### src/rtl/muladdmem_win.sv
// Windowed multiply-accumulate unit with an internal weight register file.
// Optional fused ReLU on the rounded result when MULADD_RELU_EN is defined.
module muladdmem_win #(
   parameter int DATA_W = 16,
   parameter int ADDR_W = 5,
   parameter int TAPS   = 9,
   parameter int FRAC_W = 8
) (
   input  logic              clk,
   input  logic              rst_n,
   input  logic              we,
   input  logic [ADDR_W-1:0] addr,
   input  logic [DATA_W-1:0] dataIn,
   input  logic [ADDR_W-1:0] base,
   input  logic              start,
   input  logic              pix_valid,
   input  logic [DATA_W-1:0] pix_in,
   output logic              pix_ready,
   output logic [DATA_W-1:0] out_pix,
   output logic              out_valid,
   input  logic              out_ready,
   output logic              busy
);

   localparam int ACC_W = 2*DATA_W + $clog2(TAPS);
   localparam int PW    = 2*DATA_W;
   localparam int CNT_W = $clog2(TAPS+1);
   localparam logic signed [ACC_W-1:0] RND     = ACC_W'(64'd1 << (FRAC_W-1));
   localparam logic signed [ACC_W-1:0] SAT_MAX = ACC_W'((64'd1 << (DATA_W-1)) - 64'd1);
   localparam logic signed [ACC_W-1:0] SAT_MIN = -SAT_MAX - ACC_W'(1);

   typedef enum logic [1:0] {IDLE, MAC, ROUND, DONE} state_t;

   state_t                    state_q, state_d;
   logic        [ADDR_W-1:0]  ptr_q, ptr_d;
   logic signed [ACC_W-1:0]   acc_q, acc_d;
   logic        [CNT_W-1:0]   cnt_q, cnt_d;
   logic        [DATA_W-1:0]  outPix_q, outPix_d;
   logic                      outValid_q, outValid_d;

   logic signed [DATA_W-1:0]  wmem_q [2**ADDR_W];
   logic signed [DATA_W-1:0]  wmemRd;
   logic signed [PW-1:0]      pixExt, wExt, prod;
   logic signed [ACC_W-1:0]   prodExt, rounded;
   logic        [DATA_W-1:0]  satPix;

   // Weight memory has no reset so loaded weights survive an aborted window.
   always_ff @(posedge clk) begin
      if (we) wmem_q[addr] <= dataIn;
   end

   assign wmemRd  = wmem_q[ptr_q];
   assign pixExt  = PW'($signed(pix_in));
   assign wExt    = PW'(wmemRd);
   assign prod    = pixExt * wExt;
   assign prodExt = ACC_W'(prod);
   assign rounded = (acc_q + RND) >>> FRAC_W;

   always_comb begin
      satPix = rounded[DATA_W-1:0];
      if (rounded > SAT_MAX)      satPix = {1'b0, {(DATA_W-1){1'b1}}};
      else if (rounded < SAT_MIN) satPix = {1'b1, {(DATA_W-1){1'b0}}};
`ifdef MULADD_RELU_EN
      if (satPix[DATA_W-1]) satPix = '0;
`endif
   end

   always_comb begin
      state_d    = state_q;
      ptr_d      = ptr_q;
      acc_d      = acc_q;
      cnt_d      = cnt_q;
      outPix_d   = outPix_q;
      outValid_d = outValid_q;
      unique case (state_q)
         IDLE: begin
            if (start) begin
               ptr_d   = base;
               acc_d   = '0;
               cnt_d   = '0;
               state_d = MAC;
            end
         end
         MAC: begin
            if (pix_valid) begin
               acc_d = acc_q + prodExt;
               ptr_d = ptr_q + ADDR_W'(1);
               cnt_d = cnt_q + CNT_W'(1);
               if (cnt_q == CNT_W'(TAPS-1)) state_d = ROUND;
            end
         end
         ROUND: begin
            outPix_d   = satPix;
            outValid_d = 1'b1;
            state_d    = DONE;
         end
         DONE: begin
            if (out_ready) begin
               outValid_d = 1'b0;
               state_d    = IDLE;
            end
         end
         default: state_d = IDLE;
      endcase
   end

   always_ff @(posedge clk or negedge rst_n) begin
      if (!rst_n) begin
         state_q    <= IDLE;
         ptr_q      <= '0;
         acc_q      <= '0;
         cnt_q      <= '0;
         outPix_q   <= '0;
         outValid_q <= 1'b0;
      end else begin
         state_q    <= state_d;
         ptr_q      <= ptr_d;
         acc_q      <= acc_d;
         cnt_q      <= cnt_d;
         outPix_q   <= outPix_d;
         outValid_q <= outValid_d;
      end
   end

   assign pix_ready = (state_q == MAC);
   assign busy      = (state_q != IDLE);
   assign out_pix   = outPix_q;
   assign out_valid = outValid_q;

endmodule

### config.mk
export PLATFORM = sky130hd
export DESIGN_NAME = muladdmem_win
export DESIGN_NICKNAME = d
export VERILOG_FILES = /design/src/rtl/muladdmem_win.sv
export SDC_FILE = /design/constraint.sdc
export NUM_CORES = 2
export LEC_CHECK = 0
export ABC_AREA = 1
export BUFFER_PORTS_ARGS = -buffer_cell sky130_fd_sc_hd__clkbuf_2
export CORE_UTILIZATION = 47
export CTS_CLUSTER_DIAMETER = 200
export DETAILED_ROUTE_END_ITERATION = 6
export PLACE_DENSITY_LB_ADDON = 0.1
export RECOVER_POWER = 100
export SLEW_MARGIN = 10
export SYNTH_ARGS = -nofsm -noshare
export SYNTH_HDL_FRONTEND = slang
export SYNTH_SLANG_ARGS = --single-unit
### constraint.sdc
create_clock -name clk -period 8.5 [get_ports clk]
set_input_delay 0.85 -clock clk [delete_from_list [all_inputs] [get_ports clk]]
set_output_delay 0.85 -clock clk [all_outputs]
set_load 0.01 [all_outputs]
# Word level (Yosys, flattened, before mapping)
# Memory sizes are Yosys's and may differ from the RTL's.
# Index checks and enable logic that the tools add are counted.
dict set report op_classes {
  reduce_logical 7
  multipliers 1
  eq_ne 8
  muxes 20
  shift 0
  order_cmp 2
  add_sub_neg 4
  div_mod_pow 0
  bitwise_logic 0
}
# operator count
set op_table {}
lappend op_table {{2-to-1 mux 36 bit} 2}
lappend op_table {{case mux 36 bit (2 select lines)} 1}
lappend op_table {{adder 36 x 32 -> 36 bit} 1}
lappend op_table {{adder 36 x 9 -> 36 bit (second input constant)} 1}
lappend op_table {{multiplier 16 x 16 -> 32 bit} 1}
lappend op_table {{2-to-1 mux 16 bit} 2}
lappend op_table {{> comparator 28 x 16 -> 1 bit (second input constant)} 1}
lappend op_table {{< comparator 28 x 16 -> 1 bit (second input constant)} 1}
lappend op_table {{2-to-1 mux 5 bit} 2}
lappend op_table {{case mux 5 bit (2 select lines)} 1}
lappend op_table {{2-to-1 mux 2 bit} 4}
lappend op_table {{2-to-1 mux 4 bit} 2}
lappend op_table {{case mux 2 bit (4 select lines)} 1}
lappend op_table {{case mux 4 bit (2 select lines)} 1}
lappend op_table {{inequality test 2 bit (second input constant)} 3}
lappend op_table {{nonzero test 2 bit} 3}
lappend op_table {{adder 5 x 1 -> 5 bit (second input constant)} 1}
lappend op_table {{adder 4 x 1 -> 4 bit (second input constant)} 1}
lappend op_table {{equality test 2 bit (second input constant)} 2}
lappend op_table {{equality test 4 bit (second input constant)} 1}
lappend op_table {{AND reduction 4 bit} 1}
lappend op_table {{2-to-1 mux 1 bit} 3}
lappend op_table {{AND reduction 3 bit} 1}
lappend op_table {{equality test 2 x 1 -> 1 bit (second input constant)} 1}
lappend op_table {{4 further kinds} 4}
dict set report totals {
  latchBits 0
  mem_count 1
  romBits 0
  elab_cells 49
  output_inout_bits 19
  ff_bits 64
  in_bits 48
  ram_bits 512
}
# name depth width rd rd_ports_with_merged_regs wr line_no
set mem_list {}
lappend mem_list {wmem_q 32 16 1 0 1 41} ;# logic signed [DATA_W-1:0] wmem_q [2**ADDR_W];

# Depth between registers and ports, before layout
# An unclocked memory read counts as a cell.
dict set report depth {
  ltp_word 5
  depth_mapped 37
}

# Least setup slack after synthesis
# No wires, ideal clock.
dict set report synth_timing {
  path_type {register to register}
  from {register ptr_q[0]}
  to {register acc_q[35]}
  setup_slack_ns 1.760
  arrival_time_ns 6.622
  stages_incl_launch_ff 29
  path_buffers 2
  t_required_ns 8.382
  cell_sequence {dfrtp_1 inv_1 buf_2 clkbuf_1 nor2_1 o221ai_1 o211ai_1 nand4_1 nand2_1 nor2_1 inv_1 fa_1 fa_1 fa_1 inv_1 fa_1 fa_1 inv_1 fa_1 inv_1 ha_1 inv_1 nor3_1 nand2_1 or2_2 nand4_1 nand3_1 nand3_1 nand2_1}
}
dict set report synth_via {
  elab_chain_len 5
}
# element line_no
set synth_lines {}
lappend synth_lines {{from (decl)} 35} ;# logic [ADDR_W-1:0] ptr_q, ptr_d;
lappend synth_lines {{from (signal assigned)} 117} ;# ptr_q <= ptr_d;
lappend synth_lines {{memory read (32 x 16 bit)} n/a}
lappend synth_lines {{multiplier 16 x 16 -> 32 bit} 55} ;# assign prod = pixExt * wExt;
lappend synth_lines {{adder 36 x 32 -> 36 bit} 86} ;# acc_d = acc_q + prodExt;
lappend synth_lines {{2-to-1 mux 36 bit} 85} ;# if (pix_valid) begin
lappend synth_lines {{case mux 36 bit (2 select lines)} 75} ;# unique case (state_q)
lappend synth_lines {{to (signal assigned)} 111} ;# acc_q <= '0;
lappend synth_lines {{to (signal assigned)} 118} ;# acc_q <= acc_d;
lappend synth_lines {{to (decl)} 36} ;# logic signed [ACC_W-1:0] acc_q, acc_d;
# No other way between the ends. The select of a mux whose other input is x is not followed.
# A chain may end at the register's enable or synchronous reset.

# Worst setup path after layout
dict set report layout_timing {
  from {register ptr_q[0]}
  to {register acc_q[25]}
}
# The elaborated chain is that of the path after synthesis.

==> metrics.yaml <==
cp-end-kind: "register"
drtIter0Drc: 1879
numCtsBuffers: 59
hp-class: "in2reg"
hold_buffers: 0
io_pins: 67
synth-simple-area-share_pct: 13.3
synth-warning-count: 0
met3_usage_pct: 2.94
crit_type: "reg2reg"
gr-usage-met2_pct: 47.0
grt_start_max_net_pins: 107
crit_slowest_cell: "fa_1"
grt_pass1_vias: 25800
fillers: 6612
synth-compound-area-share_pct: 9.04
yosys.area_share.xor_xnor_pct: 0.592
slew_violations: 527
seqCellArea_sq_um: 17000
syn_area_per_cell_sq_um: 10.4
hpwl_um: 68400
routed_wl_um: 97800
initial_core_util_pct: 47.4
avgRoutedWirePerCell_um: 21.9
netlist_area_sq_um: 35300
violations: "max-capacitance violations, max-slew violations"
clock_latency_ns: 0.63
rows: 100
start_kind: "register"
layout-drive-gt1-share_pct: 5.34
drt.antenna.violating_nets: 0
gp_congestion: 0.944
die_area_sq_um: 76200
final_util_pct: 51.9
areaGrowthSynthToFinish_pct: 9.34
synthAdderAreaFrac_pct: 21.9
cap_violations: 15
synth_top_family_by_area: "adder cells"
rsz0062_at_grt: "no"
finalSetupViolations: 0
syn-num-nets: 3872
synth_cells: 3394
multiInputGateArea_sq_um: 15800
post_cts_buffers: 0
fp.coreArea_sq_um: 74400
grt_overflow: 0
viasPerCell: 5.54
clockBufferDepth: 3
cts_root_buf: "clkbuf_16"
critPathRequiredTime_ns: 8.98
ctsResizeCount: 0
fin_crit_ns: 8.08
grt_pass1_wl_um: 151000
synth_ff_type: "edfxtp_1"
async_flop_share_pct: 11.1
met1_usage_pct: 32.7
period_share_pct: 95.1
cts_tree: "done"
ys_types: 46
relSlewSlack_pct: -148
firstDrtPassIters: 6
seq_area_frac_synth_pct: 48.1
synth_edf_count: 512
slowest_delay_ns: 0.64
worstMarginPinSlew_ns: 3.72
outcome: "finished, violations left"
gr-usage-all-layers_pct: 26.0
cp_max_fo: 32
drc: 0
fin_setup_tns_ns: 0
top_usage_layer: "met2"
muxShareOfSynthArea_pct: 0
nets: 3935
port_buffers: 66
die_w_um: 276
cts.sinks: 576
clk_pin_slew_ns: 0.06
arrival_ns: 8.56
finalHoldViolations: 0
ys_ff_latch: 576
die_y_um: 276
skew_ns: 0.0284
vias: 24800
grt_antenna_before_repair: 0
timing.fmax_mhz: 124
htreeDepth: 2
==> worst max-delay path, delay by kind of cell (launching register included) <==
kind,cells,cell delay [ns]
flip-flops,1,0.63
adder cells (fa/ha/maj),7,3.55
AO/OA/AOI/OAI,7,1.42
AND/OR/NAND/NOR,6,0.97
buffers and inverters,9,1.31
==> path summary, 6_finish.rpt <==
check	from	endpoint	slack, ns	cells past startpoint
setup / recovery	ptr_q[0]	acc_q[25]	0.42	29
hold / removal	base[3]	ptr_q[3]	0.45	3
setup reg to reg	ptr_q[0]	acc_q[25]	0.42	29
hold reg to reg	out_pix[12]	out_pix[12]	0.48	2
max in group asynchronous	rst_n	ptr_q[1]	4.28	2
min in group asynchronous	rst_n	out_pix[15]	1.58	2
==> synth_stat cells, drive strengths merged, types with 2 or more instances <==
library cell | count | area [sq um]
nand3 | 79 | 405
o221ai | 49 | 429
a21o | 7 | 52.6
nor4 | 3 | 18.8
o31ai | 2 | 15.0
clkinv | 14 | 52.6
o21bai | 5 | 37.5
nor2 | 547 | 2090
buf | 64 | 320
xnor2 | 9 | 78.8
a31oi | 5 | 31.3
clkbuf | 81 | 304
inv | 485 | 1820
nand2 | 488 | 1850
and3 | 2 | 12.5
edfxtp | 512 | 15400
nand4 | 36 | 225
a22o | 5 | 43.8
o21ai | 309 | 1560
o22ai | 82 | 513
nand3b | 3 | 22.5
ha | 116 | 1450
dfrtp | 64 | 1600
a21oi | 58 | 290
nor3 | 8 | 55.1
o21a | 4 | 30.0
xor2 | 14 | 130
o211ai | 22 | 165
or2 | 4 | 25.0
fa | 314 | 6290
==> layer usage <==
layer | wire [um] | up-vias
met5 | 0 | -
li1 | - | 11300
met2 | 50300 | 771
met4 | 2920 | 0
met1 | 39600 | 12500
met3 | 4890 | 178
==> area by class of cell <==
cell class	instances	share of cell area (%)
Multi-Input combinational cell	2174	41.0
Antenna cell	1	0.00648
Timing Repair Buffer	147	2.34
Tap cell	969	3.14
Sequential cell	576	44.0
Inverter	499	4.88
Clock inverter	27	0.580
Clock buffer	79	4.07
==> logic make-up (layout without fill, tap and decap cells) <==
kind of cell / Yosys count / count (layout)
compound gates: 551 / 551
xor+xnor: 23 / 23
fa+ha+maj: 430 / 430
buf+inv: 644 / 752
flops: 576 / 576
other cells: 0 / 1
simple gates: 1170 / 1170
==> cell usage in the layout, fill, tap and decap left out, types with 49 or more instances in the layout <==
cell type,count
fa_1,313
nor2_1,540
o22ai_1,82
clkbuf_16,60
nand2_1,485
o21ai_0,308
ha_1,116
o221ai_1,49
nand3_1,77
inv_1,478
edfxtp_1,512
a21oi_1,58
dfrtp_1,61
clkbuf_1,89
==> registers in the layout, summed over array words and instances (netlist names) <==
| signal | count |
|---|---|
| wmem_q | 512 |
| state_q | 2 |
| out_valid | 1 |
| out_pix | 16 |
| cnt_q | 4 |
| ptr_q | 5 |
| acc_q | 36 |
==> per-stage QoR <==
| stage | std cells | cell area, sq um | hold WS [ns] | setup slack, ns |
|---|---|---|---|---|
| floorplan | 3394 | 35300 | 0.458 | 1.76 |
| global placement | 4365 | 37000 | 0.467 | 0.486 |
| detailed placement | 4365 | 37000 | 0.465 | 0.386 |
| CTS | 4471 | 38800 | 0.419 | 0.364 |
| global route | 4471 | 38600 | 0.437 | 0.0242 |
| finish | 4472 | 38600 | 0.455 | 0.419 |
Power is left out: the tool's default activity adds up to more than one toggle a clock period on the data nets, which glitch-free logic cannot reach.
